## src/rtl/add72_pkg.sv

```systemverilog
// rtl/add72_pkg.sv - shared state encoding, widths and half-select helper for add72_seq
package add72_pkg;

    localparam int HALF_W = 36;
    localparam int FULL_W = 72;

    typedef enum logic [1:0] {
        IDLE = 2'd0,
        LO   = 2'd1,
        HI   = 2'd2,
        DONE = 2'd3
    } state_t;

    // Picks the operand half the shared adder works on in a given state.
    function automatic logic [HALF_W-1:0] half_sel(input logic [FULL_W-1:0] v, input state_t st);
        half_sel = (st == HI) ? v[FULL_W-1:HALF_W] : v[HALF_W-1:0];
    endfunction

endpackage

```

## src/rtl/add72_seq_if.sv

```systemverilog
// rtl/add72_seq_if.sv - operand/result handshake bundle for add72_seq
interface add72_seq_if;
    import add72_pkg::*;

    logic              in_valid;
    logic              in_ready;
    logic [FULL_W-1:0] A;
    logic [FULL_W-1:0] B;
    logic              Cin;
    logic              out_valid;
    logic              out_ready;
    logic [FULL_W-1:0] S;
    logic              Cout;
    logic              busy;

    modport master (
        output in_valid, A, B, Cin, out_ready,
        input  in_ready, out_valid, S, Cout, busy
    );

    modport slave (
        input  in_valid, A, B, Cin, out_ready,
        output in_ready, out_valid, S, Cout, busy
    );

endinterface

```

## src/rtl/rca_36b.sv

```systemverilog
// rtl/rca_36b.sv - 36-bit combinational adder shared by both halves of add72_seq
module rca_36b
    import add72_pkg::*;
(
    input  logic [HALF_W-1:0] i_a,
    input  logic [HALF_W-1:0] i_b,
    input  logic              i_cin,
    output logic [HALF_W-1:0] o_sum,
    output logic              o_cout
);

    logic [HALF_W:0] w_total;

    assign w_total = {1'b0, i_a} + {1'b0, i_b} + {{HALF_W{1'b0}}, i_cin};
    assign o_sum   = w_total[HALF_W-1:0];
    assign o_cout  = w_total[HALF_W];

endmodule

```

## src/rtl/add72_seq.sv

```systemverilog
// rtl/add72_seq.sv - 72-bit adder computed as two 36-bit halves over two cycles on one adder
module add72_seq
    import add72_pkg::*;
(
    input  logic        clk,
    input  logic        rst_n,
    add72_seq_if.slave  bus
);

    state_t            r_state;
    logic [FULL_W-1:0] r_a;
    logic [FULL_W-1:0] r_b;
    logic              r_carry;
    logic [FULL_W-1:0] r_s;
    logic              r_cout;

    logic [HALF_W-1:0] w_op_a;
    logic [HALF_W-1:0] w_op_b;
    logic [HALF_W-1:0] w_sum;
    logic              w_cout;

    // The low-half carry reaches the high half only via r_carry.
    assign w_op_a = half_sel(r_a, r_state);
    assign w_op_b = half_sel(r_b, r_state);

    rca_36b u_rca (
        .i_a    (w_op_a),
        .i_b    (w_op_b),
        .i_cin  (r_carry),
        .o_sum  (w_sum),
        .o_cout (w_cout)
    );

    always_ff @(posedge clk) begin
        if (!rst_n) begin
            r_state <= IDLE;
            r_a     <= '0;
            r_b     <= '0;
            r_carry <= 1'b0;
            r_s     <= '0;
            r_cout  <= 1'b0;
        end else begin
            case (r_state)
                IDLE: begin
                    if (bus.in_valid) begin
                        r_a     <= bus.A;
                        r_b     <= bus.B;
                        r_carry <= bus.Cin;
                        r_state <= LO;
                    end
                end
                LO: begin
                    r_s[HALF_W-1:0] <= w_sum;
                    r_carry         <= w_cout;
                    r_state         <= HI;
                end
                HI: begin
                    r_s[FULL_W-1:HALF_W] <= w_sum;
                    r_cout               <= w_cout;
                    r_state              <= DONE;
                end
                DONE: begin
                    if (bus.out_ready) begin
                        r_state <= IDLE;
                    end
                end
                default: r_state <= IDLE;
            endcase
        end
    end

    assign bus.in_ready  = (r_state == IDLE);
    assign bus.out_valid = (r_state == DONE);
    assign bus.busy      = (r_state != IDLE);
    assign bus.S         = r_s;
    assign bus.Cout      = r_cout;

endmodule

```

## src/flat_wrapper.sv

```systemverilog
// flat-port wrapper written by rule: the top's interface ports become plain ports
module add72_seq_flat import add72_pkg::*;
  (clk, rst_n, bus_in_valid, bus_A, bus_B, bus_Cin, bus_out_ready, bus_in_ready, bus_out_valid, bus_S, bus_Cout, bus_busy);
  add72_seq_if bus_i ();
  input  logic clk;
  input  logic rst_n;
  input wire logic [$bits(bus_i.in_valid)-1:0] bus_in_valid;
  input wire logic [$bits(bus_i.A)-1:0] bus_A;
  input wire logic [$bits(bus_i.B)-1:0] bus_B;
  input wire logic [$bits(bus_i.Cin)-1:0] bus_Cin;
  input wire logic [$bits(bus_i.out_ready)-1:0] bus_out_ready;
  output wire logic [$bits(bus_i.in_ready)-1:0] bus_in_ready;
  output wire logic [$bits(bus_i.out_valid)-1:0] bus_out_valid;
  output wire logic [$bits(bus_i.S)-1:0] bus_S;
  output wire logic [$bits(bus_i.Cout)-1:0] bus_Cout;
  output wire logic [$bits(bus_i.busy)-1:0] bus_busy;
  assign bus_i.in_valid = bus_in_valid;
  assign bus_i.A = bus_A;
  assign bus_i.B = bus_B;
  assign bus_i.Cin = bus_Cin;
  assign bus_i.out_ready = bus_out_ready;
  assign bus_in_ready = bus_i.in_ready;
  assign bus_out_valid = bus_i.out_valid;
  assign bus_S = bus_i.S;
  assign bus_Cout = bus_i.Cout;
  assign bus_busy = bus_i.busy;
  add72_seq u_core (.clk(clk), .rst_n(rst_n), .bus(bus_i));
endmodule
```

## config.mk

```make
export PLATFORM = sky130hd
export DESIGN_NAME = add72_seq_flat
export DESIGN_NICKNAME = d
export VERILOG_FILES = /design/src/rtl/add72_pkg.sv /design/src/rtl/add72_seq_if.sv /design/src/rtl/rca_36b.sv /design/src/rtl/add72_seq.sv /design/src/flat_wrapper.sv
export SDC_FILE = /design/constraint.sdc
export NUM_CORES = 1
export LEC_CHECK = 0
export ABC_AREA = 1
export CORE_MARGIN = 5
export CORE_UTILIZATION = 43
export DETAILED_ROUTE_END_ITERATION = 7
export HOLD_SLACK_MARGIN = 0.02
export PLACE_DENSITY = 0.66
export SYNTH_ARGS = -nofsm -noshare
export SYNTH_HDL_FRONTEND = slang
export SYNTH_SLANG_ARGS = --single-unit
```

## constraint.sdc

```tcl
create_clock -name clk -period 3.9 [get_ports clk]
set_input_delay 0.78 -clock clk [delete_from_list [all_inputs] [get_ports clk]]
set_output_delay 0.78 -clock clk [all_outputs]
set_load 0.01 [all_outputs]
```

### Yosys cells after proc, flatten, opt, wreduce, memory -nomap -nowiden

Index checks and enable logic that the tools add are counted.

| cells by class | value |
|---|---|
| equality and inequality tests | 5 |
| add/sub/neg operators | 2 |
| multiplexer cells | 7 |
| reduce and logical (&&, ||, !) cells | 6 |

Operators with widths:

| kind | number |
|---|---|
| 36-bit 2-to-1 mux | 2 |
| 36-bit by 36-bit adder with 37-bit output | 1 |
| 37-bit by 1-bit adder with 37-bit output | 1 |
| 2-bit case mux with 4 select lines | 1 |
| 2-bit AND reduction | 3 |
| 2-bit == test, second input constant | 2 |
| 2-bit 2-to-1 mux | 2 |
| 2-bit inequality test, second input constant | 2 |
| 2-bit nonzero test | 2 |
| 2-bit by 1-bit == test with 1-bit output, second input constant | 1 |
| 2-bit zero test | 1 |
| 1-bit case mux with 2 select lines | 1 |
| 1-bit 2-to-1 mux | 1 |

| storage, ports and cells | value |
|---|---|
| register bits | 220 |
| bits of input ports | 149 |

### Longest topological paths before layout

| depth | value |
|---|---|
| depth after elaboration | 5 |
| mapped depth | 23 |

### By module

Synthesis repeated with hierarchy kept, for this count alone.

| unflattened totals | value |
|---|---|
| cell total of the unflattened synthesis | 1715 |
| area, all modules | 11090.6 um2 |

Modules (own cells, without submodules):

| module | cells an instance | times used | area an instance (um2) |
|---|---|---|---|
| add72_seq | 1211 | 1 | 8569.5 |
| rca_36b | 504 | 1 | 2521.2 |

### Least setup slack after synthesis

No wires, ideal clock.

| timing path | value |
|---|---|
| path type | reg-to-reg |
| from | register u_core.r_state[0] |
| to | register u_core.r_s[60] (netlist: u_core.bus.S[60]) |
| library setup time | 0.109 ns |
| buffers on the path | 2 |
| period minus slack after synthesis | 2.811 ns |
| cell stages (with the launch flop) | 21 |
| arrival | 2.702 ns |
| data required time | 3.791 ns |
| slack | 1.089 ns |
| cells stage by stage | dfxtp_1 -> inv_1 -> ha_1 -> clkbuf_1 -> buf_2 -> mux2i_1 -> fa_1 -> inv_1 -> fa_1 -> nand3_1 -> nand3_2 -> nand2_1 -> nand3_1 -> nand2_1 -> nand2_2 -> nand2_1 -> nand2_1 -> nand2_1 -> nand3_1 -> nand2_1 -> inv_1 |

| between the ends | value |
|---|---|
| cells in the longest elaborated chain, start to end | 4 |
| elaborated cells on any way between the ends | 5 |
| classes of those cells | add/sub: 2; eq/ne: 1; mux: 2 |

Ends and longest elaborated chain:

| item | RTL line | source |
|---|---|---|
| from (decl) | add72_seq.sv:10 | `state_t r_state;` |
| from (signal assigned) | add72_seq.sv:36 | `r_state <= IDLE;` |
| from (signal assigned) | add72_seq.sv:49 | `r_state <= LO;` |
| from (signal assigned) | add72_seq.sv:55 | `r_state <= HI;` |
| 2-bit == test (*) | add72_pkg.sv:16, add72_seq.sv:43 |  |
| 36-bit 2-to-1 mux | add72_pkg.sv:16 | `half_sel = (st == HI) ? v[FULL_W-1:HALF_W] : v[HALF_W-1:0];` |
| 36-bit by 36-bit adder with 37-bit output | rca_36b.sv:14 | `assign w_total = {1'b0, i_a} + {1'b0, i_b} + {{HALF_W{1'b0}}, i_cin};` |
| 37-bit by 1-bit adder with 37-bit output | rca_36b.sv:14 |  |
| to (signal, indexed assignment) | add72_seq.sv:53 | `r_s[HALF_W-1:0] <= w_sum;` |
| to (signal, indexed assignment) | add72_seq.sv:58 | `r_s[FULL_W-1:HALF_W] <= w_sum;` |
| to (decl) | add72_seq.sv:14 | `logic [FULL_W-1:0] r_s;` |

Every way passes the cells marked *; elsewhere a longest branch is shown, timed or not.
A chain may end at the register's enable or synchronous reset.

### Worst setup path after layout

| timing path | value |
|---|---|
| from | register u_core.r_state[0] |
| to | register u_core.r_s[29] (netlist: u_core.bus.S[29]) |

| between the ends | value |
|---|---|
| cells in the longest elaborated chain, start to end | 4 |
| elaborated cells on any way between the ends | 6 |
| classes of those cells | add/sub: 2; eq/ne: 2; mux: 2 |

Ends and longest elaborated chain:

| item | RTL line |
|---|---|
| 2-bit == test | add72_pkg.sv:16 |
| 36-bit 2-to-1 mux | add72_pkg.sv:16 |
| 36-bit by 36-bit adder with 37-bit output | rca_36b.sv:14 |
| 37-bit by 1-bit adder with 37-bit output | rca_36b.sv:14 |

Parallel ways exist; a longest one is shown, timed or not.

==> reports/qor.yml <==
holdPathEnd: "u_core.r_carry"
ys_ff_latch: 220
power_per_cell_area_nw_per_um2: 757.7
antenna_found_initial: 0
power_switching_share: 0.4183
hold_depth: 2
synth_async_sr_flop_share: 0
viasPerCell: 4.889
ioPinCount: 225
cap_violations: 0
path_depth: 18
path_clk_slew_ns: 0.06
cts_hold_buf: 0
holdWs_ns: 0.4791
worst-path-buf-inv: 6
synth_cell_type_count: 32
crit_top_cell: "nand2_1"
status: "complete, no violations"
use_met2: 0.3261
grt_usage: 0.2216
drc: 0
p_leak_nw: 7.071
power_frac_seq: 0.310
fp.dieArea_um2: 29790
wl_per_cell_um: 14.82
cts_root_buf: "clkbuf_16"
drt_iter0_drc: 880
grt_overflow_total: 0
final.setup.tns_ns: 0
htreeDepth: 1
yosysWarnings: 0
slew_violations: 0
grt_pass1_vias: 10590
vdd_drop_max_uv: 515.7
switching_power_mw: 4.645
antenna_left: 0
worst_pin_slew_ns: 1.084
synthToLayoutAreaGrowth_pct: 28.90
slowest_stage: "dfxtp_1"
dieWidth_um: 172.6
busiest_layer: "met1"
fill_cells: 2636
seq_area_frac_synth: 0.3874
cts-buffers-inserted: 24
yosys_most_used_dff: "dfxtp_1"
clkPwrFrac: 0.212
placement.io_buffers: 224
clock_latency_ns: 0.52
skew_ns: 0.01206
worstHoldStart: "u_core.r_carry"
hold_viol: 0
grt_pass1_wl_mm: 55.87
firstDrtPassIters: 5
slew_headroom: 0.2772
ctsLongestPathBuffers: 3
postCtsResizedCells: 0
nets: 2170
reg2reg_to: "u_core.bus.S[29]"
grt_start_max_net_pins: 145
num_rows: 59
p_comb_frac: 0.478
endpoint_kind: "register"
die_h_um: 172.6
hpwl_mm: 26.35
cts_tree: "done"
setup_violations: 0
final_cell_mix: "470 x nor2_1, 443 x nand2_1, 223 x clkdlybuf4s50_1"
path_cells: "inv_1, ha_4, inv_2, buf_4, buf_4, nand2_1, nand2_1, ha_1, a21oi_1, o21ai_0, inv_1, nand2_1, a21oi_1, nand2_1, nand2_1, nand3_1, nand2_1, inv_1"
min_period_over_period: 0.8176
wl_mm: 34.56
diodes: 0
gp_congestion: 0.9027
critPathKind: "reg -> reg"
initial_core_util: 0.4363
max_stage_delay_ns: 0.37
syn_avg_cell_area_um2: 6.306
vias: 11400
syn_area_um2: 11370
rsz0062_at_grt: "false"
p_int_mw: 6.460
hold_class: "reg -> reg"
r2r_cells: 18
r2r-start: "u_core.r_state[0]"
r2r_slack_ns: 0.71
synthesis.nets: 1993
critPathTopFamily: "buffers and inverters"
min_period_ns: 3.188
startpoint_type: "register"
syn_inst: 1803
use_met1: 0.3440
instances_no_fill: 2332
required_ns: 4.32
cp.arrival_ns: 3.61
synth-edff-count: 0
path_max_fanout: 29
fmax_mhz: 313.6
final_common_cell: "nor2_1"
cts_setup_buffers: 0
drive_gt1_frac: 0.04206
numPlacedInstances: 2289
gr-usage-met3: 0.03515
clock_sinks: 220
core-area_um2: 26060
==> metrics by stage <==
step	utilization	cell area (um^2)	worst slack (ns)	power [mW]
floorplan	-	11370	1.089	6.767
global placement	0.5309	13830	0.8072	8.696
detailed placement	0.5309	13830	0.7795	8.758
CTS	0.5624	14660	0.7791	11.15
global route	0.5624	14660	0.4236	12.00
finish	0.5624	14660	0.7115	11.10
==> metal layers <==
metal	vias to the layer above	share of wire
met2	306	0.41
met3	41	0.061
met5	-	0
met1	5116	0.51
met4	0	0.017
li1	5937	-
==> power by group through the flow <==
stage                     Sequential (mW)  Combinational (mW)  Clock [mW]
after floorplan                      3.49                3.28           0
after global placement               3.47                5.22           0
after detailed placement             3.49                5.27           0
after CTS                            3.44                5.31        2.39
after global routing                 3.52                5.98        2.50
final                                3.44                5.31        2.36
==> layout make-up <==
| class | instances | area [um^2] | area share |
|---|---|---|---|
| Multi-Input combinational cell | 1320 | 5986 | 0.4084 |
| Sequential cell | 220 | 4404 | 0.3005 |
| Inverter | 178 | 670.6 | 0.04576 |
| Clock buffer | 33 | 685.7 | 0.04679 |
| Timing Repair Buffer | 236 | 2355 | 0.1607 |
| Tap cell | 335 | 419.2 | 0.02860 |
| Clock inverter | 10 | 135.1 | 0.009221 |
==> flip-flops by register name (all words and copies together), names as in the netlist <==
name	cells
u_core.bus.Cout	1
u_core.r_state	2
u_core.bus.S	72
u_core.r_a	72
u_core.r_carry	1
u_core.r_b	72
==> cells by family after synthesis <==
kind of cell | Yosys count | share of synthesized area
muxes | 2 | 0.001761
AOI/OAI and AO/OA | 241 | 0.1094
and+or+nand+nor | 1020 | 0.3546
DFF | 220 | 0.3874
buffers and inverters | 263 | 0.08815
adders and majority gates | 41 | 0.04644
xor gates and xnor gates | 16 | 0.01232
==> cells in the mapped netlist (7+ instances only) <==
library cell,number,area share
inv_1,172,0.057
o21ai_0,186,0.082
nand2_2,15,0.0083
clkbuf_1,66,0.022
o211ai_1,7,0.0046
a21oi_1,38,0.017
nor2_1,470,0.16
nor3_1,9,0.0040
ha_1,39,0.043
dfxtp_1,220,0.39
xor2_1,11,0.0085
nand2_1,444,0.15
buf_1,7,0.0023
nand3_1,66,0.029
buf_2,12,0.0053
==> worst min-delay path: stages (launching register included) <==
cell and delay (ns):
dfxtp_1 0.32, nand2_1 0.06, a21oi_1 0.05
==> worst max path at each step <==
stage                 startpoint                to  slack, ns
3_5_place_dp   u_core.r_state[0]  u_core.bus.S[29]       0.78
3_3_place_gp   u_core.r_state[0]  u_core.bus.S[29]       0.81
4_1_cts        u_core.r_state[0]  u_core.bus.S[29]       0.78
6_report       u_core.r_state[0]  u_core.bus.S[29]       0.71
5_1_grt        u_core.r_state[0]  u_core.bus.S[29]       0.42
2_1_floorplan  u_core.r_state[0]  u_core.bus.S[60]       1.09
No activity file was read; power rests on OpenSTA's default activity.
